===== config.mk =====
export PLATFORM = sky130hd
export DESIGN_NAME = lr35902_dbg_host
export DESIGN_NICKNAME = d
export VERILOG_FILES = /design/src/rtl/lr35902_dbg_host.sv
export SDC_FILE = /design/constraint.sdc
export NUM_CORES = 1
export LEC_CHECK = 0
export CAP_MARGIN = 20
export CORE_ASPECT_RATIO = 0.75
export CORE_MARGIN = 2
export CORE_UTILIZATION = 50
export CTS_CLUSTER_SIZE = 24
export DETAILED_ROUTE_END_ITERATION = 10
export PLACE_DENSITY = 0.74
export SLEW_MARGIN = 5
export SYNTH_ARGS = -nofsm -noshare
export SYNTH_HDL_FRONTEND = slang
export SYNTH_SLANG_ARGS = --single-unit

===== constraint.sdc =====
create_clock -name uart_clk -period 6.56 [get_ports uart_clk]
set_clock_uncertainty 0.2 [all_clocks]
set_input_delay 0.984 -clock uart_clk [delete_from_list [all_inputs] [get_ports uart_clk]]
set_output_delay 0.984 -clock uart_clk [all_outputs]
set_load 0.1 [all_outputs]

===== src/rtl/lr35902_dbg_host.sv =====
// Host-side initiator for the LR35902 debug UART: sends one command byte 8N1, then decodes the one-byte reply into a debug-state snapshot.
// Latency: 2-cycle input sync, 10*BAUD_DIV-cycle tx frame, reply wait of up to TIMEOUT cycles, outputs valid the cycle after the rx stop sample.
// Backpressure: cmd_ready is low from command acceptance until the FSM returns to IDLE; transmission is held off while cts is high.
module lr35902_dbg_host #(
  parameter int BAUD_DIV = 12,
  parameter int TIMEOUT  = 4096
) (
  input  logic        uart_clk,
  input  logic        reset,
  input  logic        cmd_valid,
  input  logic [7:0]  cmd_data,
  output logic        cmd_ready,
  output logic        busy,
  output logic        tx,
  input  logic        rx,
  input  logic        cts,
  output logic        resp_valid,
  output logic [3:0]  resp_idx,
  output logic [3:0]  resp_nib,
  output logic        resp_timeout,
  output logic        frame_err,
  output logic [3:0]  snap_status,
  output logic [3:0]  snap_f,
  output logic [7:0]  snap_probe,
  output logic [15:0] snap_pc,
  output logic [15:0] snap_sp
);

  localparam int CW = $clog2(BAUD_DIV + 1);
  localparam int TW = $clog2(TIMEOUT + 1);
  localparam logic [CW-1:0] BIT_LAST = CW'(BAUD_DIV - 1);
  localparam logic [CW-1:0] HALF     = CW'(BAUD_DIV / 2 - 1);
  localparam logic [TW-1:0] TO_LAST  = TW'(TIMEOUT - 1);

  typedef enum logic [3:0] {
    IDLE, HOLD, T_START, T_DATA, T_STOP, WAIT, R_START, R_DATA, R_STOP
  } state_t;

  state_t        state;
  logic [CW-1:0] cnt;
  logic [2:0]    bitn;
  logic [7:0]    sh;
  logic [TW-1:0] tcnt;
  logic          ferr_main;

  logic [1:0]    rx_sync;
  logic [1:0]    cts_sync;
  logic          rx_s;
  logic          cts_s;
  logic          rx_q;

  logic          sh_act;
  logic [CW-1:0] sh_cnt;
  logic [3:0]    sh_bits;
  logic          sh_err;
  logic          stray_ok;

  assign rx_s      = rx_sync[1];
  assign cts_s     = cts_sync[1];
  assign frame_err = ferr_main | sh_err;
  assign stray_ok  = (state == IDLE) || (state == HOLD) || (state == T_START) ||
                     (state == T_DATA) || (state == T_STOP);

  // Two-flop synchronisers for the asynchronous rx/cts lines, plus a delayed rx for edge detection.
  always_ff @(posedge uart_clk or posedge reset) begin
    if (reset) begin
      rx_sync  <= 2'b11;
      cts_sync <= 2'b00;
      rx_q     <= 1'b1;
    end else begin
      rx_sync  <= {rx_sync[0], rx};
      cts_sync <= {cts_sync[0], cts};
      rx_q     <= rx_s;
    end
  end

  // Main command/reply FSM: transmit frame, wait for reply, receive and decode into the snapshot.
  always_ff @(posedge uart_clk or posedge reset) begin
    if (reset) begin
      state        <= IDLE;
      cnt          <= '0;
      bitn         <= '0;
      sh           <= '0;
      tcnt         <= '0;
      tx           <= 1'b1;
      cmd_ready    <= 1'b1;
      busy         <= 1'b0;
      resp_valid   <= 1'b0;
      resp_idx     <= '0;
      resp_nib     <= '0;
      resp_timeout <= 1'b0;
      ferr_main    <= 1'b0;
      snap_status  <= '0;
      snap_f       <= '0;
      snap_probe   <= '0;
      snap_pc      <= 16'hffff;
      snap_sp      <= 16'hffff;
    end else begin
      resp_valid   <= 1'b0;
      resp_timeout <= 1'b0;
      ferr_main    <= 1'b0;
      case (state)
        IDLE: begin
          if (cmd_valid && cmd_ready) begin
            sh        <= cmd_data;
            state     <= HOLD;
            cmd_ready <= 1'b0;
            busy      <= 1'b1;
          end
        end
        HOLD: begin
          if (!cts_s) begin
            state <= T_START;
            tx    <= 1'b0;
            cnt   <= '0;
          end
        end
        T_START: begin
          if (cnt == BIT_LAST) begin
            cnt   <= '0;
            tx    <= sh[0];
            bitn  <= '0;
            state <= T_DATA;
          end else begin
            cnt <= cnt + 1'b1;
          end
        end
        T_DATA: begin
          if (cnt == BIT_LAST) begin
            cnt <= '0;
            if (bitn == 3'd7) begin
              tx    <= 1'b1;
              state <= T_STOP;
            end else begin
              bitn <= bitn + 3'd1;
              tx   <= sh[1];
              sh   <= {1'b0, sh[7:1]};
            end
          end else begin
            cnt <= cnt + 1'b1;
          end
        end
        T_STOP: begin
          if (cnt == BIT_LAST) begin
            state <= WAIT;
            tcnt  <= '0;
          end else begin
            cnt <= cnt + 1'b1;
          end
        end
        WAIT: begin
          // A start bit takes priority over an expiring timeout on the same cycle.
          if (!rx_s) begin
            state <= R_START;
            cnt   <= HALF;
          end else if (tcnt == TO_LAST) begin
            resp_timeout <= 1'b1;
            state        <= IDLE;
            cmd_ready    <= 1'b1;
            busy         <= 1'b0;
          end else begin
            tcnt <= tcnt + 1'b1;
          end
        end
        R_START: begin
          if (cnt == '0) begin
            // rx back high at mid-start is a glitch; keep the timeout count already spent.
            if (rx_s) begin
              state <= WAIT;
            end else begin
              state <= R_DATA;
              cnt   <= BIT_LAST;
              bitn  <= '0;
            end
          end else begin
            cnt <= cnt - 1'b1;
          end
        end
        R_DATA: begin
          if (cnt == '0) begin
            sh  <= {rx_s, sh[7:1]};
            cnt <= BIT_LAST;
            if (bitn == 3'd7) state <= R_STOP;
            else              bitn  <= bitn + 3'd1;
          end else begin
            cnt <= cnt - 1'b1;
          end
        end
        R_STOP: begin
          if (cnt == '0) begin
            if (rx_s) begin
              resp_valid <= 1'b1;
              resp_idx   <= sh[7:4];
              resp_nib   <= sh[3:0];
              case (sh[7:4])
                4'd0:                   snap_status <= sh[3:0];
                4'd1:                   snap_f      <= sh[3:0];
                4'd2, 4'd3:             snap_probe[{sh[4], 2'b00} +: 4] <= sh[3:0];
                4'd4, 4'd5, 4'd6, 4'd7: snap_pc[{sh[5:4], 2'b00} +: 4]  <= sh[3:0];
                4'd8, 4'd9, 4'd10, 4'd11: snap_sp[{sh[5:4], 2'b00} +: 4] <= sh[3:0];
                default: ;
              endcase
            end else begin
              ferr_main <= 1'b1;
            end
            state     <= IDLE;
            cmd_ready <= 1'b1;
            busy      <= 1'b0;
          end else begin
            cnt <= cnt - 1'b1;
          end
        end
        default: state <= IDLE;
      endcase
    end
  end

  // Shadow sampler: times out unsolicited bytes seen outside the reply window and flags them at their stop sample.
  always_ff @(posedge uart_clk or posedge reset) begin
    if (reset) begin
      sh_act  <= 1'b0;
      sh_cnt  <= '0;
      sh_bits <= '0;
      sh_err  <= 1'b0;
    end else begin
      sh_err <= 1'b0;
      if (!sh_act) begin
        if (stray_ok && rx_q && !rx_s) begin
          sh_act  <= 1'b1;
          sh_cnt  <= HALF;
          sh_bits <= '0;
        end
      end else if (sh_cnt != '0) begin
        sh_cnt <= sh_cnt - 1'b1;
      end else begin
        sh_cnt <= BIT_LAST;
        if (sh_bits == 4'd0 && rx_s) begin
          sh_act <= 1'b0;
        end else if (sh_bits == 4'd9) begin
          sh_act <= 1'b0;
          sh_err <= 1'b1;
        end else begin
          sh_bits <= sh_bits + 4'd1;
        end
      end
    end
  end

endmodule


# ---- After elaboration in Yosys (flattened, before gate mapping)
# Index checks and enable logic that the tools add are counted.
dict set report word_totals {
  wordCells 206
  reg_bits 109
  out_inout_bits 62
  in_bits 13
}
dict set report op_classes {
  n_addsub 8
  mux 83
  n_reduce_logical 39
  bitwise 1
  n_eq_ne 46
  shifts 4
}
# cell n
set op_table {}
lappend op_table {{2-to-1 mux 4 bit} 28}
lappend op_table {{2-to-1 mux 13 bit} 3}
lappend op_table {{one-hot mux 4 bit (9 select lines)} 1}
lappend op_table {{bitwise mux 16 bit} 2}
lappend op_table {{equality test 4 x 3 -> 1 bit (second input constant)} 8}
lappend op_table {{2-to-1 mux 8 bit} 4}
lappend op_table {{inequality test 2 bit (second input constant)} 16}
lappend op_table {{AND reduction 4 bit} 8}
lappend op_table {{2-to-1 mux 1 bit} 30}
lappend op_table {{equality test 4 bit (second input constant)} 7}
lappend op_table {{one-hot mux 4 bit (7 select lines)} 1}
lappend op_table {{one-hot mux 13 bit (2 select lines)} 1}
lappend op_table {{one-hot mux 8 bit (3 select lines)} 1}
lappend op_table {{2-to-1 mux 3 bit} 6}
lappend op_table {{equality test 4 x 2 -> 1 bit (second input constant)} 4}
lappend op_table {{logical NOT 4 bit} 4}
lappend op_table {{variable shift 4 x 6 -> 16 bit (first input constant)} 1}
lappend op_table {{indexed part select 4 x 6 -> 16 bit} 1}
lappend op_table {{adder 13 x 1 -> 13 bit (second input constant)} 1}
lappend op_table {{equality test 13 x 12 -> 1 bit (second input constant)} 1}
lappend op_table {{one-hot mux 3 bit (4 select lines)} 1}
lappend op_table {{AND reduction 6 bit} 2}
lappend op_table {{AND reduction 11 bit} 1}
lappend op_table {{inequality test 2 x 1 -> 1 bit (second input constant)} 5}
lappend op_table {{other kinds (25)} 44}

# ---- Longest topological paths before layout
# Gate-level depths: netlist of the first run.
dict set report logic_depth {
  word_depth 9
  mapped_depth 8
  ltp_nobuf 7
}

# ---- Worst setup path after synthesis of the first run
# OpenSTA, ideal clock, no wires.
dict set report synth_path {
  path_kind {reg2reg}
  start {register cnt[0]}
  end {register snap_probe[4]}
  path_stages_with_launch 9
  required_time_ns 6.235
  slack_ns 4.075
  setup_time_ns 0.125
  n_path_buf 1
  synth_period_minus_slack_ns 2.485
  arrival_ns 2.160
  cell_sequence {dfrtp_1 inv_1 ha_1 nor3b_4 nand3_2 or4_1 or2_1 buf_6 mux2_4}
}
dict set report synth_between {
  elab_chain_len 2
}
# item line
set synth_rtl {}
lappend synth_rtl {{start: declaration} 40} ;# logic [CW-1:0] cnt;
lappend synth_rtl {{start signal: assignment} 125} ;# cnt <= cnt + 1'b1;
lappend synth_rtl {{start signal: assignment} 140} ;# cnt <= cnt + 1'b1;
lappend synth_rtl {{start signal: assignment} 148} ;# cnt <= cnt + 1'b1;
lappend synth_rtl {{logical NOT 4 bit} 190} ;# if (cnt == '0) begin
lappend synth_rtl {{AND reduction 4 bit (no line)} -}
lappend synth_rtl {{end signal: indexed assignment} 198} ;# 4'd2, 4'd3: snap_probe[{sh[4], 2'b00} +: 4] <= sh[3:0];
lappend synth_rtl {{end: declaration} 24} ;# output logic [7:0] snap_probe,
# Every way passes these cells.
# A chain may end at the register's enable or synchronous reset.

# ---- Worst setup path after layout of the first run
dict set report layout_path {
  start {register state[0]}
  end {register snap_pc[14]}
}
dict set report layout_between {
  elab_chain_len 2
}
# item line
set layout_rtl {}
lappend layout_rtl {{start: declaration} 39} ;# state_t state;
lappend layout_rtl {{start signal: assignment} 80} ;# state <= IDLE;
lappend layout_rtl {{start signal: assignment} 106} ;# state <= HOLD;
lappend layout_rtl {{start signal: assignment} 113} ;# state <= T_START;
lappend layout_rtl {{equality test 4 bit} 102} ;# case (state)
lappend layout_rtl {{AND reduction 4 bit (no line)} -}
lappend layout_rtl {{end signal: indexed assignment} 199} ;# 4'd4, 4'd5, 4'd6, 4'd7: snap_pc[{sh[5:4], 2'b00} +: 4] <= sh[3:0];
lappend layout_rtl {{end: declaration} 25} ;# output logic [15:0] snap_pc,
# Every way passes these cells.

==> results_dict.tcl, run 1 <==
set metrics [dict create \
    status "complete, no violations" \
    finalNonFillerCells 716 \
    cts.repair.resized 0 \
    seq_area_frac_synth_pct 50.85 \
    r2r_start "state[0]" \
    slowest_stage "or4b_2" \
    syn2layout_area_growth_pct 20.23 \
    drc_errors 0 \
    grt_pass1_wl_mm 20.84 \
    yosysTopAreaCellShare_pct 33.03 \
    coreArea_mm2 0.01045 \
    max_cap_viol_count 0 \
    crit_path_end_kind "flip-flop" \
    slowest_delay_ns 0.78 \
    start_util_pct 52.20 \
    cts_tree "yes" \
    worstPathRequired_ns 6.63 \
    start_kind "flip-flop" \
    power_density_mw_per_mm2 291.9 \
    post_drt_wl_per_cell_um 17.70 \
    cts_inserted_buffers 9 \
    dr.first_iter.drc_count 374 \
    worstPathCellList "or4b_2 > nor3_1 > nand3b_1 > nor2_1 > mux2_2" \
    post-cts-setup-buffers 0 \
    htreeDepth 3 \
    dpl.hpwl_mm 8.789 \
    antenna_found_initial 0 \
    leakagePower_nw 2.815 \
    path_clk_slew_ns 0.08 \
    synth_area_per_cell_um2 10.70 \
    dr_total_vias 4149 \
    finalSetupViolCount 0 \
    worst_pin_slew_ns 1.007 \
    die_h_um 94.46 \
    critical_path_class "reg -> reg" \
    dp.cells 700 \
    tns_ns 0 \
    gp_congestion 0.9215 \
    drt-total-wl_mm 12.67 \
    post-route-period-util_pct 51.27 \
    rsz0062_at_grt "no" \
    grt_usage_pct 22.15 \
    io_buffer_count 74 \
    vias_per_cell 5.795 \
    min_path_type "reg -> reg" \
    ir_worst_vdd_uv 176.3 \
    synth-edff-count 0 \
    ys_types 62 \
    die_area_mm2 0.01177 \
    max_freq_ghz 0.2973 \
    synthCells 510 \
    rows 32 \
    finalHoldViolCount 0 \
    drive_above_1_share_pct 19.66 \
    drt-pass1-iter-count 5 \
    diodes 0 \
    cp_max_fo 22 \
    n_fill_cell 821 \
    synth-seq-cells 109 \
    grt_start_max_net_pins 73 \
    synth.most_common_cell "dfrtp_1" \
    synth-main-ff-cell "dfrtp_1" \
    io_pins 75 \
    cts_num_sinks 109 \
    synthArstFlopShare_pct 100.0 \
    dieWidth_um 124.6 \
    ys_top_cells_by_count "72 x dfrtp_1, 51 x nand2_1, 43 x mux2_2, 37 x dfstp_2, 36 x nor2_1" \
    syn_nets 539 \
    finalMaxSlewViolations 0 \
    netlist.top_cell.by_area "dfrtp_1" \
    crit_start "state[0]" \
    hold_buffers 0 \
    yosysWarningCount 0 \
    clk_latency_ns 0.34 \
    synthesis.area_mm2 0.005455 \
    cts_root_buf "clkbuf_16" \
    grt_pass1_vias 4011 \
    slew_headroom_pct 32.62 \
    clk_path_buf_depth 2 \
    synth.area.top_cells "dfrtp_1 33%, dfstp_2 18%, mux2_2 8.9%" \
    arrival_ns 3.43 \
    nets 604 \
    grt-ovfl-total 0 \
    detail-route-antenna-nets 0 \
    fin_crit_ns 3.363 \
    hold_start "cts_sync[0]" \
]
## power breakdown
group / switching [mW] / total, mW / internal, mW / leakage, nW
Combinational: 0.273 / 0.484 / 0.210 / 1.35
Clock: 0.258 / 0.518 / 0.260 / 0.134
Sequential: 0.162 / 0.913 / 0.751 / 1.34
## cells in the final DEF, fill, tap and decap left out, types with 3 or more instances in the layout
cell	count
nor4_1	3
nor2b_1	8
a21o_1	6
and2_1	18
nand2b_1	4
a22oi_1	3
and3_1	3
mux2_4	4
nor2_1	36
clkbuf_16	9
o21ai_0	32
a21oi_1	14
nor3_1	8
nand4b_1	3
or2_2	3
a22o_1	11
dfrtp_1	72
nand4_1	3
dfstp_2	37
o31ai_1	12
a31oi_1	6
clkdlybuf4s50_1	74
inv_1	18
clkinv_2	3
nand2_1	51
mux2_2	43
nor3b_1	7
nand3b_1	3
ha_1	16
nand3_1	15
o22ai_1	5
## critical path: cells and delay by family, from the launching register on
kind | cells | cell delay [ns]
simple gates | 4 | 2.07
flops | 1 | 0.62
mux | 1 | 0.39
## metal layers
metal / wire, um / GRT usage (%) / part of all wire [%] / up-vias
li1: - / - / - / 1954
met1: 6014 / 32.25 / 47 / 2042
met2: 5700 / 33.20 / 45 / 141
met3: 830 / 5.892 / 6.6 / 12
met4: 125 / 5.524 / 0.99 / 0
met5: 0 / 0 / 0 / -
## sequential cells by signal, indices dropped and copies added (netlist names), 3 cells and up
signal       count
snap_sp         16
snap_probe       8
sh_cnt           4
snap_status      4
resp_idx         4
state            4
cnt              4
snap_pc         16
resp_nib         4
snap_f           4
bitn             3
tcnt            13
sh_bits          4
sh               8
## cells by family (layout without fill, tap and decap cells)
logic type                 Yosys count  after routing  synth area share, %
and+or+nand+nor                    181            181                17.91
AOI/OAI and AO/OA                  111            111                13.60
DFF                                109            109                50.85
muxes                               49             49                10.34
buffers and inverters               41            111                3.142
adders and majority gates           16             16                3.670
xor gates and xnor gates             3              3               0.4817
## per-stage QoR
step / hold WS (ns) / instance area [um2] / power [mW] / worst slack (ns) / utilization (%)
2_1_floorplan: 0.1312 / 5455 / 1.260 / 2.563 / -
3_3_place_gp: 0.1350 / 6284 / 1.384 / 3.439 / 60.13
3_5_place_dp: 0.1477 / 6284 / 1.402 / 3.280 / 60.13
4_1_cts: 0.1593 / 6559 / 1.924 / 3.248 / 62.76
5_1_grt: 0.1673 / 6559 / 2.032 / 3.019 / 62.76
6_report: 0.1549 / 6559 / 1.915 / 3.197 / 62.76
## layout make-up
type	instances	area (um2)	area share, %
Timing Repair Buffer	76	755.7	11.52
Multi-Input combinational cell	360	2510	38.27
Sequential cell	109	2774	42.29
Clock inverter	7	50.05	0.7631
Inverter	19	73.82	1.126
Tap cell	136	170.2	2.594
Clock buffer	9	225.2	3.434
## final timing paths
kind | slack (ns) | endpoint | depth (start not counted)
min | 0.15 | cts_sync[1] | 0
max | 3.20 | snap_pc[14] | 5
min in group asynchronous | 0.80 | snap_f[3] | 2
max reg2reg | 3.20 | snap_pc[14] | 5
max in group asynchronous | 4.06 | sh[7] | 3
min reg2reg | 0.15 | cts_sync[1] | 0
Power figures use the tool's default switching activity.
==> run 2, diff against run 1 <==
--- a/config.mk
+++ b/config.mk
@@ -11,7 +11,7 @@
 export CORE_UTILIZATION = 50
 export CTS_CLUSTER_SIZE = 24
 export DETAILED_ROUTE_END_ITERATION = 10
-export PLACE_DENSITY = 0.74
+export PLACE_DENSITY = 0.77
 export SLEW_MARGIN = 5
 export SYNTH_ARGS = -nofsm -noshare
 export SYNTH_HDL_FRONTEND = slang
==> constraint.sdc (replaced) <==
create_clock -name uart_clk -period 2.9 [get_ports uart_clk]
set_clock_uncertainty 0.2 [all_clocks]
set_input_delay 0.435 -clock uart_clk [delete_from_list [all_inputs] [get_ports uart_clk]]
set_output_delay 0.435 -clock uart_clk [all_outputs]
set_load 0.1 [all_outputs]
==> run 2 against run 1 <==
Clock power rose by 140%. Setup slack got worse by 3.0 ns. Sequential share of layout area barely moved. Global-route usage rose by 0.17 points. Critical endpoint is now snap_probe[0]. Design area barely moved. Total power rose by 130%. Largest power group unchanged. Hold slack improved by 0.0016 ns. First-iteration DRC count fell by 31%. Die area did not move. Critical path depth rose by 2. Maximum frequency rose by 26%.
==> results_dict.tcl, run 2 (synthesized netlist as in run 1, its figures left out) <==
set metrics [dict create \
    status "complete, no violations" \
    min_path_type "reg -> reg" \
    slew_headroom_pct 51.86 \
    clk_latency_ns 0.35 \
    grt_pass1_wl_mm 20.93 \
    p_int_mw 2.848 \
    worstPathRequired_ns 2.94 \
    post-route-period-util_pct 92.37 \
    arrival_ns 2.72 \
    fin_area_mm2 0.006555 \
    io_buffer_count 74 \
    coreArea_mm2 0.01045 \
    tns_ns 0 \
    total_power_mw 4.433 \
    rows 32 \
    nets 618 \
    final_common_cell "buf_4" \
    place_area_mm2 0.006260 \
    dpl.hpwl_mm 9.327 \
    crit_path_end_kind "flip-flop" \
    slowest_stage "or4_1" \
    die_h_um 94.46 \
    top_regs "snap_pc: 16 flops, snap_sp: 16 flops, tcnt: 13 flops" \
    worst_pin_slew_ns 0.7199 \
    hold_buffers 0 \
    post-place-ws_ns 0.2246 \
    dr.first_iter.drc_count 259 \
    cts.repair.resized 0 \
    clk_path_buf_depth 2 \
    diodes 0 \
    rsz0062_at_grt "no" \
    grt-ovfl-total 0 \
    cp_max_fo 7 \
    finalNonFillerCells 730 \
    fin_crit_ns 2.679 \
    dieWidth_um 124.6 \
    leakagePower_nw 3.023 \
    antenna_found_initial 0 \
    die_area_mm2 0.01177 \
    dr_total_vias 4257 \
    post-cts-setup-buffers 0 \
    critical_path_class "reg -> reg" \
    syn2layout_area_growth_pct 20.16 \
    cts_num_sinks 109 \
    grt_start_max_net_pins 39 \
    whs_ns 0.1565 \
    vias_per_cell 5.832 \
    power_density_mw_per_mm2 676.3 \
    finalSetupViolCount 0 \
    grt_usage_pct 22.33 \
    start_util_pct 52.20 \
    drt-total-wl_mm 12.81 \
    detail-route-antenna-nets 0 \
    gp_congestion 0.8793 \
    path_clk_slew_ns 0.07 \
    max_cap_viol_count 0 \
    p_sw_mw 1.585 \
    cts_tree "yes" \
    max_freq_ghz 0.3733 \
    cts_inserted_buffers 9 \
    drive_above_1_share_pct 31.65 \
    slowest_delay_ns 0.54 \
    worstPathCellList "inv_1 > ha_1 > nor3b_4 > nand3_2 > or4_1 > nor2_1 > mux2_2" \
    htreeDepth 3 \
    final_cell_mix "76 x buf_4, 72 x dfrtp_1, 51 x nand2_1" \
    dp.cells 714 \
    finalHoldViolCount 0 \
    drt-pass1-iter-count 4 \
    drc_errors 0 \
    p_clk_share_pct 27.8 \
    post_drt_wl_per_cell_um 17.55 \
    setup_slack_ns 0.2212 \
    ir_worst_vdd_uv 404.5 \
    post-route-util_pct 62.73 \
    cts_root_buf "clkbuf_16" \
    grt_pass1_vias 4084 \
    start_kind "flip-flop" \
    finalMaxSlewViolations 0 \
    power_switching_share_pct 35.76 \
    p_comb_share_pct 26.9 \
    sequentialPowerShare_pct 45.2 \
    io_pins 75 \
]
## run 2: cell count changes in the layout (fill, tap and decap cells not counted)
cell / previous run / this run
a21boi_0: 0 / 1
a21boi_1: 1 / 0
buf_12: 0 / 2
buf_4: 2 / 76
clkbuf_1: 0 / 2
clkbuf_16: 9 / 10
clkdlybuf4s50_1: 74 / 12
clkinv_2: 3 / 0
clkinv_4: 0 / 1
clkinvlp_4: 2 / 1
inv_4: 1 / 0
inv_6: 1 / 2
## run 2: area by class of cell
type	count	area (um2)
clock buffer	12	257.7
clock inverter	4	37.54
fill	815	3895
inverter	19	75.07
multi-input combinational	360	2510
sequential	109	2774
tap	136	170.2
timing repair buffer	90	730.7
## run 2: final timing paths
kind / start / to / slack (ns) / cells past startpoint
min: rx_sync[0] / rx_sync[1] / 0.16 / 0
max reg2reg: cnt[0] / snap_probe[0] / 0.22 / 7
max: cnt[0] / snap_probe[0] / 0.22 / 7
min reg2reg: rx_sync[0] / rx_sync[1] / 0.16 / 0
min in group asynchronous: reset / cts_sync[1] / 0.35 / 2
max in group asynchronous: reset / snap_pc[14] / 1.47 / 3
## run 2: power groups by stage
stage | registers (mW) | logic, mW | clock network, mW
floorplan | 1.97 | 0.881 | 0
global placement | 2.01 | 1.14 | 0
detailed placement | 2.02 | 1.18 | 0
CTS | 2.00 | 1.19 | 1.25
global route | 2.04 | 1.32 | 1.32
finish | 2.00 | 1.19 | 1.23
## run 2: worst max-delay path: cells and delay by family (launching register included)
| family | cells | cell delay (ns) |
|---|---|---|
| flops | 1 | 0.42 |
| mux | 1 | 0.38 |
| simple gates | 4 | 1.29 |
| buf+inv | 1 | 0.09 |
| fa+ha+maj | 1 | 0.18 |
## run 2: metal layers
layer  part of all wire [%]  GRT usage (%)
met1                     47          31.24
met2                     45          34.29
met3                    7.5          7.309
met4                    1.1          4.775
met5                      0              0
